## config.mk

```make
export PLATFORM = sky130hd
export DESIGN_NAME = mult_sequencer
export DESIGN_NICKNAME = d
export VERILOG_FILES = /design/src/rtl/mult_sequencer.sv
export SDC_FILE = /design/constraint.sdc
export NUM_CORES = 1
export LEC_CHECK = 0
export ABC_CLOCK_PERIOD_IN_PS = 1600
export CORE_MARGIN = 3
export CORE_UTILIZATION = 44
export CTS_CLUSTER_SIZE = 14
export DETAILED_ROUTE_END_ITERATION = 10
export MAX_ROUTING_LAYER = met4
export PLACE_DENSITY = 0.74
export REMOVE_ABC_BUFFERS = 1
export SLEW_MARGIN = 30
export SYNTH_ARGS = -nofsm -noshare
export SYNTH_HDL_FRONTEND = slang
export SYNTH_SLANG_ARGS = --single-unit
```

## constraint.sdc

```tcl
create_clock -name clk -period 1.6 [get_ports clk]
set_clock_uncertainty 0.2 [all_clocks]
set_input_delay 0.48 -clock clk [delete_from_list [all_inputs] [get_ports clk]]
set_output_delay 0.48 -clock clk [all_outputs]
set_load 0.02 [all_outputs]
```

## src/rtl/mult_sequencer.sv

```systemverilog
// mult_sequencer
//   Top-level controller for the unsigned serial multiplier. Accepts a start
//   edge, shifts two serial operands in (LSB first) into parallel registers,
//   pulses the multiplier core, then strobes the 24-bit serial product
//   unloader and tracks its busy flag until the product has left.
//
// Ports
//   clk        in   system clock, rising-edge
//   reset_n    in   asynchronous active-low reset
//   start      in   request level, rising edge acted on in IDLE only
//   x_in/y_in  in   serial operands, LSB first
//   x_par/y_par out captured operands to the multiplier core
//   mult_go    out  one-cycle launch pulse to the core
//   mult_done  in   core product valid (level)
//   sz         out  load strobe to the shift-out block (2 cycles)
//   fz         in   shift-out busy flag
//   busy       out  high in every state except IDLE
//   done       out  one-cycle pulse when the unload is complete
//   err        out  sticky watchdog error
//
// Build option
//   SEQ_TIMEOUT_EN : enables the WAIT_LIMIT watchdog on the three wait
//                    states; without it err is tied low.
//
// state        | meaning
// -------------+----------------------------------------------
// S_IDLE       | waiting for a start edge
// S_SHIFT_IN   | sampling OP_WIDTH serial bits per operand
// S_GO         | mult_go high for this cycle
// S_WAIT_MULT  | waiting for mult_done
// S_LOAD_OUT   | sz high for two cycles
// S_WAIT_FZ_HI | waiting for the unloader to go busy
// S_WAIT_FZ_LO | waiting for the unloader to finish
// S_FINISH     | done high for this cycle

module mult_sequencer #(
  parameter int OP_WIDTH   = 12,
  parameter int WAIT_LIMIT = 64
) (
  input  logic                clk,
  input  logic                reset_n,
  input  logic                start,
  input  logic                x_in,
  input  logic                y_in,
  output logic [OP_WIDTH-1:0] x_par,
  output logic [OP_WIDTH-1:0] y_par,
  output logic                mult_go,
  input  logic                mult_done,
  output logic                sz,
  input  logic                fz,
  output logic                busy,
  output logic                done,
  output logic                err
);

  localparam int CntW = $clog2(OP_WIDTH + 1);

  typedef enum logic [2:0] {
    S_IDLE,
    S_SHIFT_IN,
    S_GO,
    S_WAIT_MULT,
    S_LOAD_OUT,
    S_WAIT_FZ_HI,
    S_WAIT_FZ_LO,
    S_FINISH
  } state_t;

  state_t              state_q;
  logic [CntW-1:0]     cnt_q;
  logic                load_cnt_q;
  logic                start_q;
  logic                armed_q;
  logic [OP_WIDTH-1:0] x_par_q;
  logic [OP_WIDTH-1:0] y_par_q;
  logic                mult_go_q;
  logic                sz_q;
  logic                busy_q;
  logic                done_q;
  logic                start_edge;

  // armed_q keeps a start level that is already high when reset releases
  // from looking like a fresh edge on the first cycle out of reset.
  assign start_edge = start & ~start_q & armed_q;

`ifdef SEQ_TIMEOUT_EN
  localparam int WdW = $clog2(WAIT_LIMIT + 1);
  logic [WdW-1:0] wd_q;
  logic           err_q;
  logic           wd_expired;
  assign wd_expired = (wd_q == WdW'(WAIT_LIMIT - 1));
  assign err        = err_q;
`else
  logic unused_cfg;
  assign unused_cfg = ^WAIT_LIMIT;
  assign err        = 1'b0;
`endif

  always_ff @(posedge clk or negedge reset_n) begin
    if (!reset_n) begin
      state_q    <= S_IDLE;
      cnt_q      <= '0;
      load_cnt_q <= 1'b0;
      start_q    <= 1'b0;
      armed_q    <= 1'b0;
      x_par_q    <= '0;
      y_par_q    <= '0;
      mult_go_q  <= 1'b0;
      sz_q       <= 1'b0;
      busy_q     <= 1'b0;
      done_q     <= 1'b0;
`ifdef SEQ_TIMEOUT_EN
      wd_q       <= '0;
      err_q      <= 1'b0;
`endif
    end else begin
      start_q   <= start;
      armed_q   <= 1'b1;
      mult_go_q <= 1'b0;
      done_q    <= 1'b0;
      case (state_q)
        S_IDLE: begin
          if (start_edge) begin
            state_q <= S_SHIFT_IN;
            busy_q  <= 1'b1;
            cnt_q   <= '0;
            x_par_q <= '0;
            y_par_q <= '0;
`ifdef SEQ_TIMEOUT_EN
            err_q   <= 1'b0;
`endif
          end
        end
        S_SHIFT_IN: begin
          x_par_q <= {x_in, x_par_q[OP_WIDTH-1:1]};
          y_par_q <= {y_in, y_par_q[OP_WIDTH-1:1]};
          if (cnt_q != CntW'(OP_WIDTH)) cnt_q <= cnt_q + 1'b1;
          if (cnt_q == CntW'(OP_WIDTH - 1)) begin
            state_q   <= S_GO;
            mult_go_q <= 1'b1;
          end
        end
        S_GO: begin
          state_q <= S_WAIT_MULT;
`ifdef SEQ_TIMEOUT_EN
          wd_q    <= '0;
`endif
        end
        S_WAIT_MULT: begin
          if (mult_done) begin
            state_q    <= S_LOAD_OUT;
            sz_q       <= 1'b1;
            load_cnt_q <= 1'b0;
          end
`ifdef SEQ_TIMEOUT_EN
          else if (wd_expired) begin
            state_q <= S_IDLE;
            busy_q  <= 1'b0;
            err_q   <= 1'b1;
          end else begin
            wd_q <= wd_q + 1'b1;
          end
`endif
        end
        S_LOAD_OUT: begin
          if (load_cnt_q) begin
            state_q <= S_WAIT_FZ_HI;
            sz_q    <= 1'b0;
`ifdef SEQ_TIMEOUT_EN
            wd_q    <= '0;
`endif
          end else begin
            load_cnt_q <= 1'b1;
          end
        end
        S_WAIT_FZ_HI: begin
          if (fz) begin
            state_q <= S_WAIT_FZ_LO;
`ifdef SEQ_TIMEOUT_EN
            wd_q    <= '0;
`endif
          end
`ifdef SEQ_TIMEOUT_EN
          else if (wd_expired) begin
            state_q <= S_IDLE;
            busy_q  <= 1'b0;
            err_q   <= 1'b1;
          end else begin
            wd_q <= wd_q + 1'b1;
          end
`endif
        end
        S_WAIT_FZ_LO: begin
          if (!fz) begin
            state_q <= S_FINISH;
            done_q  <= 1'b1;
          end
`ifdef SEQ_TIMEOUT_EN
          else if (wd_expired) begin
            state_q <= S_IDLE;
            busy_q  <= 1'b0;
            err_q   <= 1'b1;
          end else begin
            wd_q <= wd_q + 1'b1;
          end
`endif
        end
        S_FINISH: begin
          state_q <= S_IDLE;
          busy_q  <= 1'b0;
        end
        default: begin
          state_q <= S_IDLE;
          busy_q  <= 1'b0;
          sz_q    <= 1'b0;
        end
      endcase
    end
  end

  assign x_par   = x_par_q;
  assign y_par   = y_par_q;
  assign mult_go = mult_go_q;
  assign sz      = sz_q;
  assign busy    = busy_q;
  assign done    = done_q;

endmodule
```

==> results of run 1 <==
## stage by stage
step / cell area (sq um) / hold slack [ns] / setup WS, ns / TNS (ns) / utilization, %
finish: 2500 / 0.182 / 0.00922 / 0 / 73.3
CTS: 2160 / 0.389 / 0.000959 / 0 / 63.3
global route: 2500 / 0.171 / -0.0305 / -0.370 / 73.3
floorplan: 1540 / -0.0156 / -0.135 / -2.40 / -
detailed placement: 2220 / 0.258 / -0.372 / -10.60 / 65.0
global placement: 2220 / 0.253 / -0.319 / -9.50 / 65.0
## logic make-up (layout without fill, tap and decap cells)
family | count (synthesis) | count (layout) | synth area share, %
flops | 38 | 38 | 59.5
compound gates | 49 | 49 | 23.3
simple gates | 25 | 25 | 9.70
fa+ha+maj | 2 | 2 | 1.56
other cells | 2 | 2 | 0.470
mux | 1 | 1 | 0.704
buf+inv | 13 | 98 | 4.77
## synthesized netlist by cell type (2+ instances only)
cell type / count
a32o_1: 2
conb_1: 2
nand2b_1: 2
buf_2: 4
nand2_1: 5
o21ai_0: 3
inv_1: 5
buf_4: 2
ha_1: 2
nand3_1: 2
o21ai_1: 2
a22o_1: 24
nand3b_1: 4
dfrtp_1: 38
buf_6: 2
nor2_1: 3
a21oi_1: 9
## power groups by stage
stage | Sequential (mW) | Clock [mW] | Combinational [mW]
after global routing | 1.67 | 0.529 | 3.36
after detailed placement | 1.60 | 0 | 2.60
after CTS | 1.57 | 0.473 | 2.42
final | 1.64 | 0.464 | 3.15
after global placement | 1.58 | 0 | 2.52
after floorplan | 1.98 | 0 | 0.841
## worst max path at each step
stage                          start        end  cells after the start
final                       x_par[7]   x_par[7]                      1
after detailed placement       start   y_par[3]                      5
after CTS                  x_par[10]  x_par[10]                      1
after floorplan           state_q[0]   cnt_q[0]                      3
after global routing        x_par[7]   x_par[7]                      1
after global placement         start  x_par[11]                      5
## what timing repair did
item / in CTS / in global routing
hold buffers: 1 / 0
setup buffers: 3 / 13
endpoints found under the hold margin: 38 / 0
pin swaps: 0 / 2
gates cloned: 0 / 2
setup endpoints to repair: 29 / 35
gates resized for setup: 113 / 58
## layer usage
metal  GRT usage, %  share of wire (%)  up-vias
li1               -                  -      650
met1           23.1                 43      712
met2           29.9                 52       34
met3           4.08                4.0        2
met4           6.09               0.38        0
met5              -                  0        -
## layout make-up
class	count	area (sq um)
flip-flops and latches	38	951
fillers	235	913
repair buffers	86	826
multi-input cells	79	602
well taps	46	57.6
clock buffers	5	37.5
inverters	5	18.8
clock inverters	2	10.0
## state kept, by name (all words and copies together) (netlist names)
register and cells:
load_cnt_q 1, x_par 12, cnt_q 4, mult_go 1
sz 1, state_q 3, y_par 12, start_q 1
done 1, armed_q 1, busy 1
==> metrics.json, run 1 <==
{
  "sta": {
    "report.final.slew_viol_count": 0,
    "final_min_period_over_clock_period_pct": 99.4,
    "timing_hold_violations_final": 0,
    "grt_setup_unrepaired": "true",
    "max_clock_freq_mhz": 629,
    "endpoints_failing_setup": 0,
    "post-route-min-period_ns": 1.59
  },
  "cts": {
    "cts_root_buffer": "clkbuf_4",
    "clock_sink_count": 38,
    "clock_tree.htree_level_count": 2,
    "tritoncts": "done",
    "tritoncts.num_buffers": 5,
    "cts_buffer_depth": 2,
    "clk_pin_slew_worst_paths_ns": 0.11,
    "clk-insertion-delay-late_ns": 0.34
  },
  "global_routing": {
    "global_route_wire_length_before_repair_um": 6100,
    "initial_antenna_violation_count": 0,
    "grt_overflow_total": 0,
    "grt_util_all_layers_pct": 18.5,
    "largest_net_degree_at_the_start_of_global_routing": 39,
    "first_global_vias": 1342
  },
  "pwr": {
    "total_chip_power_mw": 5.25,
    "max-vdd-ir-drop_v": 0.00122,
    "power_switching_mw": 2.03,
    "seqPwrFrac_pct": 31.2,
    "total_leakage_power_nw": 1.26,
    "clockPowerShare_pct": 8.8,
    "internal-power_mw": 3.22,
    "p_comb_share_pct": 59.9,
    "switching_share_pct": 38.7,
    "total_power_per_unit_cell_area_nw_per_um2": 2100
  },
  "drt": {
    "route.detailed.vias_per_inst": 5.36,
    "post-route-drc-count": 0,
    "drtIter0Drc": 72,
    "via_count": 1398,
    "routedWlPerCell_um": 15.1,
    "detailedRoute.firstPassIterationCount": 4,
    "drtAntennaViolNets": 0,
    "routed_wl_um": 3950
  },
  "yosys": {
    "post_synth_inst_count": 130,
    "synth.ff_latch_count": 38,
    "synth-edff-count": 0,
    "synth.avg_cell_area_sq_um": 12.3,
    "post_synth_num_cell_types": 36,
    "mappedNetlistArea_sq_um": 1600,
    "yosysSeqAreaShare_pct": 59.5,
    "ys_top_cells_by_area": "dfrtp_1 59%, a22o_1 13%, a21oi_1 2.8%",
    "synthFlopType": "dfrtp_1",
    "synth-warning-count": 0,
    "synthDominantAreaCellType": "dfrtp_1",
    "synthDominantCellAreaShare_pct": 59.5,
    "share_of_flip_flops_with_an_asynchronous_set_or_reset_after_synthesis_pct": 100
  },
  "min_path": {
    "worst_hold_startpoint": "start",
    "worst_hold_path_type": "primary input to flip-flop",
    "worstHoldEndpoint": "start_q",
    "min_path_cells": 2
  },
  "critical_path": {
    "timing.reg2reg.worst_path_depth": 5,
    "worst-path-max-fanout": 2,
    "critical_path.n_buffers_inverters": 1,
    "crit-reg2reg-capture": "state_q[1]",
    "crit_path_start_kind": "flip-flop",
    "path_delay_family": "flip-flops",
    "cpMaxStageDelayCell": "dfrtp_1",
    "crit_required_ns": 0.92,
    "worstReg2RegStart": "cnt_q[0]",
    "crit_path_cell_chain": "buf_6",
    "rrSetupSlack_ns": 0.07,
    "cp-end-kind": "primary output",
    "worst-endpoint-arrival_ns": 0.91,
    "cp_slowest_stage_delay_ns": 0.43,
    "crit_type": "flip-flop to primary output"
  },
  "die": {
    "fp.dieW_um": 66.3,
    "fp.dieH_um": 66.3,
    "placementRows": 21,
    "placeableCoreArea_sq_um": 3420,
    "num_io_pins": 36,
    "start_util_pct": 46.8,
    "die_area_sq_um": 4390
  },
  "placement": {
    "globalplace.congestion": 0.806,
    "numPlacedInstances": 235,
    "detailed_place_hpwl_um": 2360,
    "numPortBuffers": 34
  },
  "outcome": {
    "status": "finished, final reports clean"
  },
  "layout": {
    "instances_no_fill": 261,
    "final_cell_mix": "46 x buf_4, 38 x dfrtp_1, 26 x buf_6, 24 x a22o_1, 9 x a21oi_1",
    "design.final.nets": 224,
    "diodes": 0,
    "layout_overhead_on_the_synthesized_area_pct": 56.5,
    "final_layout_size_suffix_gt1_share_pct": 44.7,
    "most_common_cell_after_layout_fill_and_taps_aside": "buf_4"
  },
  "job": {
    "timing.max_cap.violations": 0
  }
}
(Power assumes the default switching activity.)
==> run 2, diff against run 1 <==
Settings changed: CELL_PAD_IN_SITES_DETAIL_PLACEMENT from default to 0, CELL_PAD_IN_SITES_GLOBAL_PLACEMENT from default to 2, CORE_UTILIZATION 44 to 29, PLACE_DENSITY 0.74 to default, PLACE_DENSITY_LB_ADDON from default to 0.1.
==> metrics.json, run 2 (same netlist as run 1, synthesis figures left out) <==
{
  "cts": {
    "clk-insertion-delay-late": {"value": 0.28, "unit": "ns", "change": "-0.06 ns"},
    "tritoncts.num_buffers": {"value": 5, "change": "unchanged"},
    "clock_sink_count": {"value": 38, "change": "unchanged"},
    "cts_buffer_depth": {"value": 2, "change": "unchanged"},
    "clock_tree.htree_level_count": {"value": 2, "change": "unchanged"},
    "clk_pin_slew_worst_paths": {"value": 0.07, "unit": "ns", "change": "-0.04 ns"},
    "cts_root_buffer": "clkbuf_8",
    "tritoncts": "done"
  },
  "drt": {
    "detailedRoute.firstPassIterationCount": {"value": 4, "change": "unchanged"},
    "routedWlPerCell": {"value": 13.3, "unit": "um", "change": "-12%"},
    "drtAntennaViolNets": {"value": 0, "change": "unchanged"},
    "post-route-drc-count": {"value": 0, "change": "unchanged"},
    "routed_wl": {"value": 3620, "unit": "um", "change": "-8.3%"},
    "drtIter0Drc": {"value": 41, "change": "-43%"},
    "via_count": {"value": 1305, "change": "-6.7%"},
    "route.detailed.vias_per_inst": {"value": 4.78, "change": "-11%"}
  },
  "critical_path": {
    "timing.reg2reg.worst_path_depth": {"value": 5, "change": "unchanged"},
    "worstSetupStartpoint": "start",
    "crit_type": "primary input to flip-flop",
    "crit_path_start_kind": "primary input",
    "crit_required": {"value": 1.62, "unit": "ns", "change": "+0.70 ns"},
    "crit-reg2reg-capture": "cnt_q[3]",
    "cp_slowest_stage_delay": {"value": 0.30, "unit": "ns", "change": "-0.13 ns"},
    "rrSetupSlack": {"value": 0.08, "unit": "ns", "change": "about the same"},
    "worst-endpoint-arrival": {"value": 1.56, "unit": "ns", "change": "+0.65 ns"},
    "capture_point_of_the_critical_path": "x_par[1]",
    "cpMaxStageDelayCell": "bufbuf_16",
    "worst-path-max-fanout": {"value": 12, "change": "+10"},
    "cp-end-kind": "flip-flop",
    "crit_path_cell_chain": "dlygate4sd2_1 -> and3b_2 -> o21ai_4 -> bufbuf_16 -> a22o_1",
    "worstReg2RegStart": "cnt_q[1]"
  },
  "die": {
    "start_util": {"value": 30.7, "unit": "%", "change": "-16 points"},
    "fp.dieW": {"value": 80.3, "unit": "um", "change": "+21%"},
    "placementRows": {"value": 26, "change": "+24%"},
    "placeableCoreArea": {"value": 5200, "unit": "sq um", "change": "+52%"},
    "fp.dieH": {"value": 80.3, "unit": "um", "change": "+21%"},
    "die_area": {"value": 6440, "unit": "sq um", "change": "+47%"},
    "num_io_pins": {"value": 36, "change": "unchanged"}
  },
  "pwr": {
    "total_chip_power": {"value": 4.77, "unit": "mW", "change": "-9.2%"},
    "total_power_per_unit_cell_area": {"value": 2090, "unit": "nW/um^2", "change": "-0.45%"},
    "total_leakage_power": {"value": 1.16, "unit": "nW", "change": "-7.5%"},
    "max-vdd-ir-drop": {"value": 0.000619, "unit": "V", "change": "-49%"}
  },
  "placement": {
    "detailed_place_hpwl": {"value": 2390, "unit": "um", "change": "+1.3%"},
    "area_after_detailed_placement": {"value": 2250, "unit": "sq um", "change": "+1.5%"},
    "globalplace.congestion": {"value": 0.736, "change": "-8.6%"},
    "placement_stage_worst_setup_slack": {"value": -0.382, "unit": "ns", "change": "-0.0106 ns"},
    "numPortBuffers": {"value": 34, "change": "unchanged"},
    "numPlacedInstances": {"value": 261, "change": "+11%"}
  },
  "layout": {
    "final_layout_size_suffix_gt1_share": {"value": 39.9, "unit": "%", "change": "-4.7 points"},
    "post_route_core_utilization": {"value": 43.9, "unit": "%", "change": "-29 points"},
    "final_area": {"value": 2280, "unit": "sq um", "change": "-8.8%"},
    "final_cell_mix": "38 x dfrtp_1, 36 x buf_4, 29 x buf_2, 24 x a22o_1, 9 x a21oi_1",
    "design.final.nets": {"value": 212, "change": "-5.4%"},
    "layout_overhead_on_the_synthesized_area_pct": 42.8,
    "instances_no_fill": {"value": 273, "change": "+4.6%"},
    "diodes": {"value": 0, "change": "unchanged"},
    "most_common_cell_after_layout_fill_and_taps_aside": "dfrtp_1"
  },
  "global_routing": {
    "largest_net_degree_at_the_start_of_global_routing": {"value": 39, "change": "unchanged"},
    "global_route_wire_length_before_repair": {"value": 6120, "unit": "um", "change": "+0.34%"},
    "initial_antenna_violation_count": {"value": 0, "change": "unchanged"},
    "grt_overflow_total": {"value": 0, "change": "unchanged"},
    "grt_util_all_layers": {"value": 12.6, "unit": "%", "change": "-5.9 points"},
    "first_global_vias": {"value": 1233, "change": "-8.1%"}
  },
  "min_path": {
    "worst_hold_path_type": "primary input to flip-flop"
  },
  "sta": {
    "final_min_period_over_clock_period": {"value": 96.3, "unit": "%", "change": "-3.1 points"},
    "post-route-min-period": {"value": 1.54, "unit": "ns", "change": "-0.0503 ns"},
    "max_clock_freq": {"value": 649, "unit": "MHz", "change": "+3.3%"},
    "endpoints_failing_setup": {"value": 0, "change": "unchanged"},
    "report.final.slew_viol_count": {"value": 0, "change": "unchanged"},
    "timing_hold_violations_final": {"value": 0, "change": "unchanged"},
    "setup_ws": {"value": 0.0595, "unit": "ns", "change": "+0.0503 ns"}
  },
  "outcome": {
    "status": "finished, final reports clean"
  },
  "job": {
    "timing.max_cap.violations": {"value": 0, "change": "unchanged"}
  }
}
-- run 2: cell count changes in the layout (fill, tap and decap cells not counted), sizes merged --
| cell | before | now |
|---|---|---|
| clkinv | 2 | 0 |
| bufbuf | 0 | 1 |
| dlymetal6s2s | 1 | 0 |
| dlygate4sd2 | 0 | 1 |
| buf | 78 | 67 |
-- run 2: routing by layer --
metal	track usage, %	part of all wire (%)	vias to the layer above
met5	-	0	-
li1	-	-	629
met3	3.59	6.0	4
met1	16.7	47	640
met2	18.7	46	32
met4	4.05	1.4	0
-- run 2: where the power goes --
group	internal (mW)	leakage, nW	switching [mW]
Sequential	1.32	0.498	0.245
Clock	0.300	0.0383	0.314
Combinational	1.31	0.627	1.29
-- run 2: layout make-up --
type	count	area, sq um
Fill cell	529	2920
Sequential cell	38	951
Multi-Input combinational cell	79	603
Timing Repair Buffer	74	547
Tap cell	70	87.6
Clock buffer	7	76.3
Inverter	5	18.8
-- run 2: how the worst min path moves through the flow --
stage	start	to	slack [ns]	cells after the start
detailed placement	reset_n	y_par[5]	0.26	2
CTS	start	start_q	0.26	1
floorplan	reset_n	armed_q	-0.02	0
global placement	reset_n	y_par[5]	0.26	2
global route	start	start_q	0.27	1
finish	start	start_q	0.27	1
-- run 2: critical path: cells and delay by family --
kind / cells / cell delay, ns
buffers and inverters: 2 / 0.55
AOI/OAI and AO/OA: 2 / 0.29
and+or+nand+nor: 1 / 0.24
-- run 2: repair_timing --
item	4_1_cts	5_1_grt
resized for setup	111	8
pin swaps	1	1
gates cloned	1	0
setup endpoints to repair	52	18
hold buffers	1	0
buffers inserted	2	1
endpoints found under the hold margin	38	0
-- run 2: per-stage QoR --
step                      hold slack (ns)  setup TNS (ns)
final                               0.269               0
after global routing                0.265        -0.00875
after CTS                           0.260               0
after detailed placement            0.265          -10.64
after global placement              0.262           -9.25
after floorplan                   -0.0156           -2.40
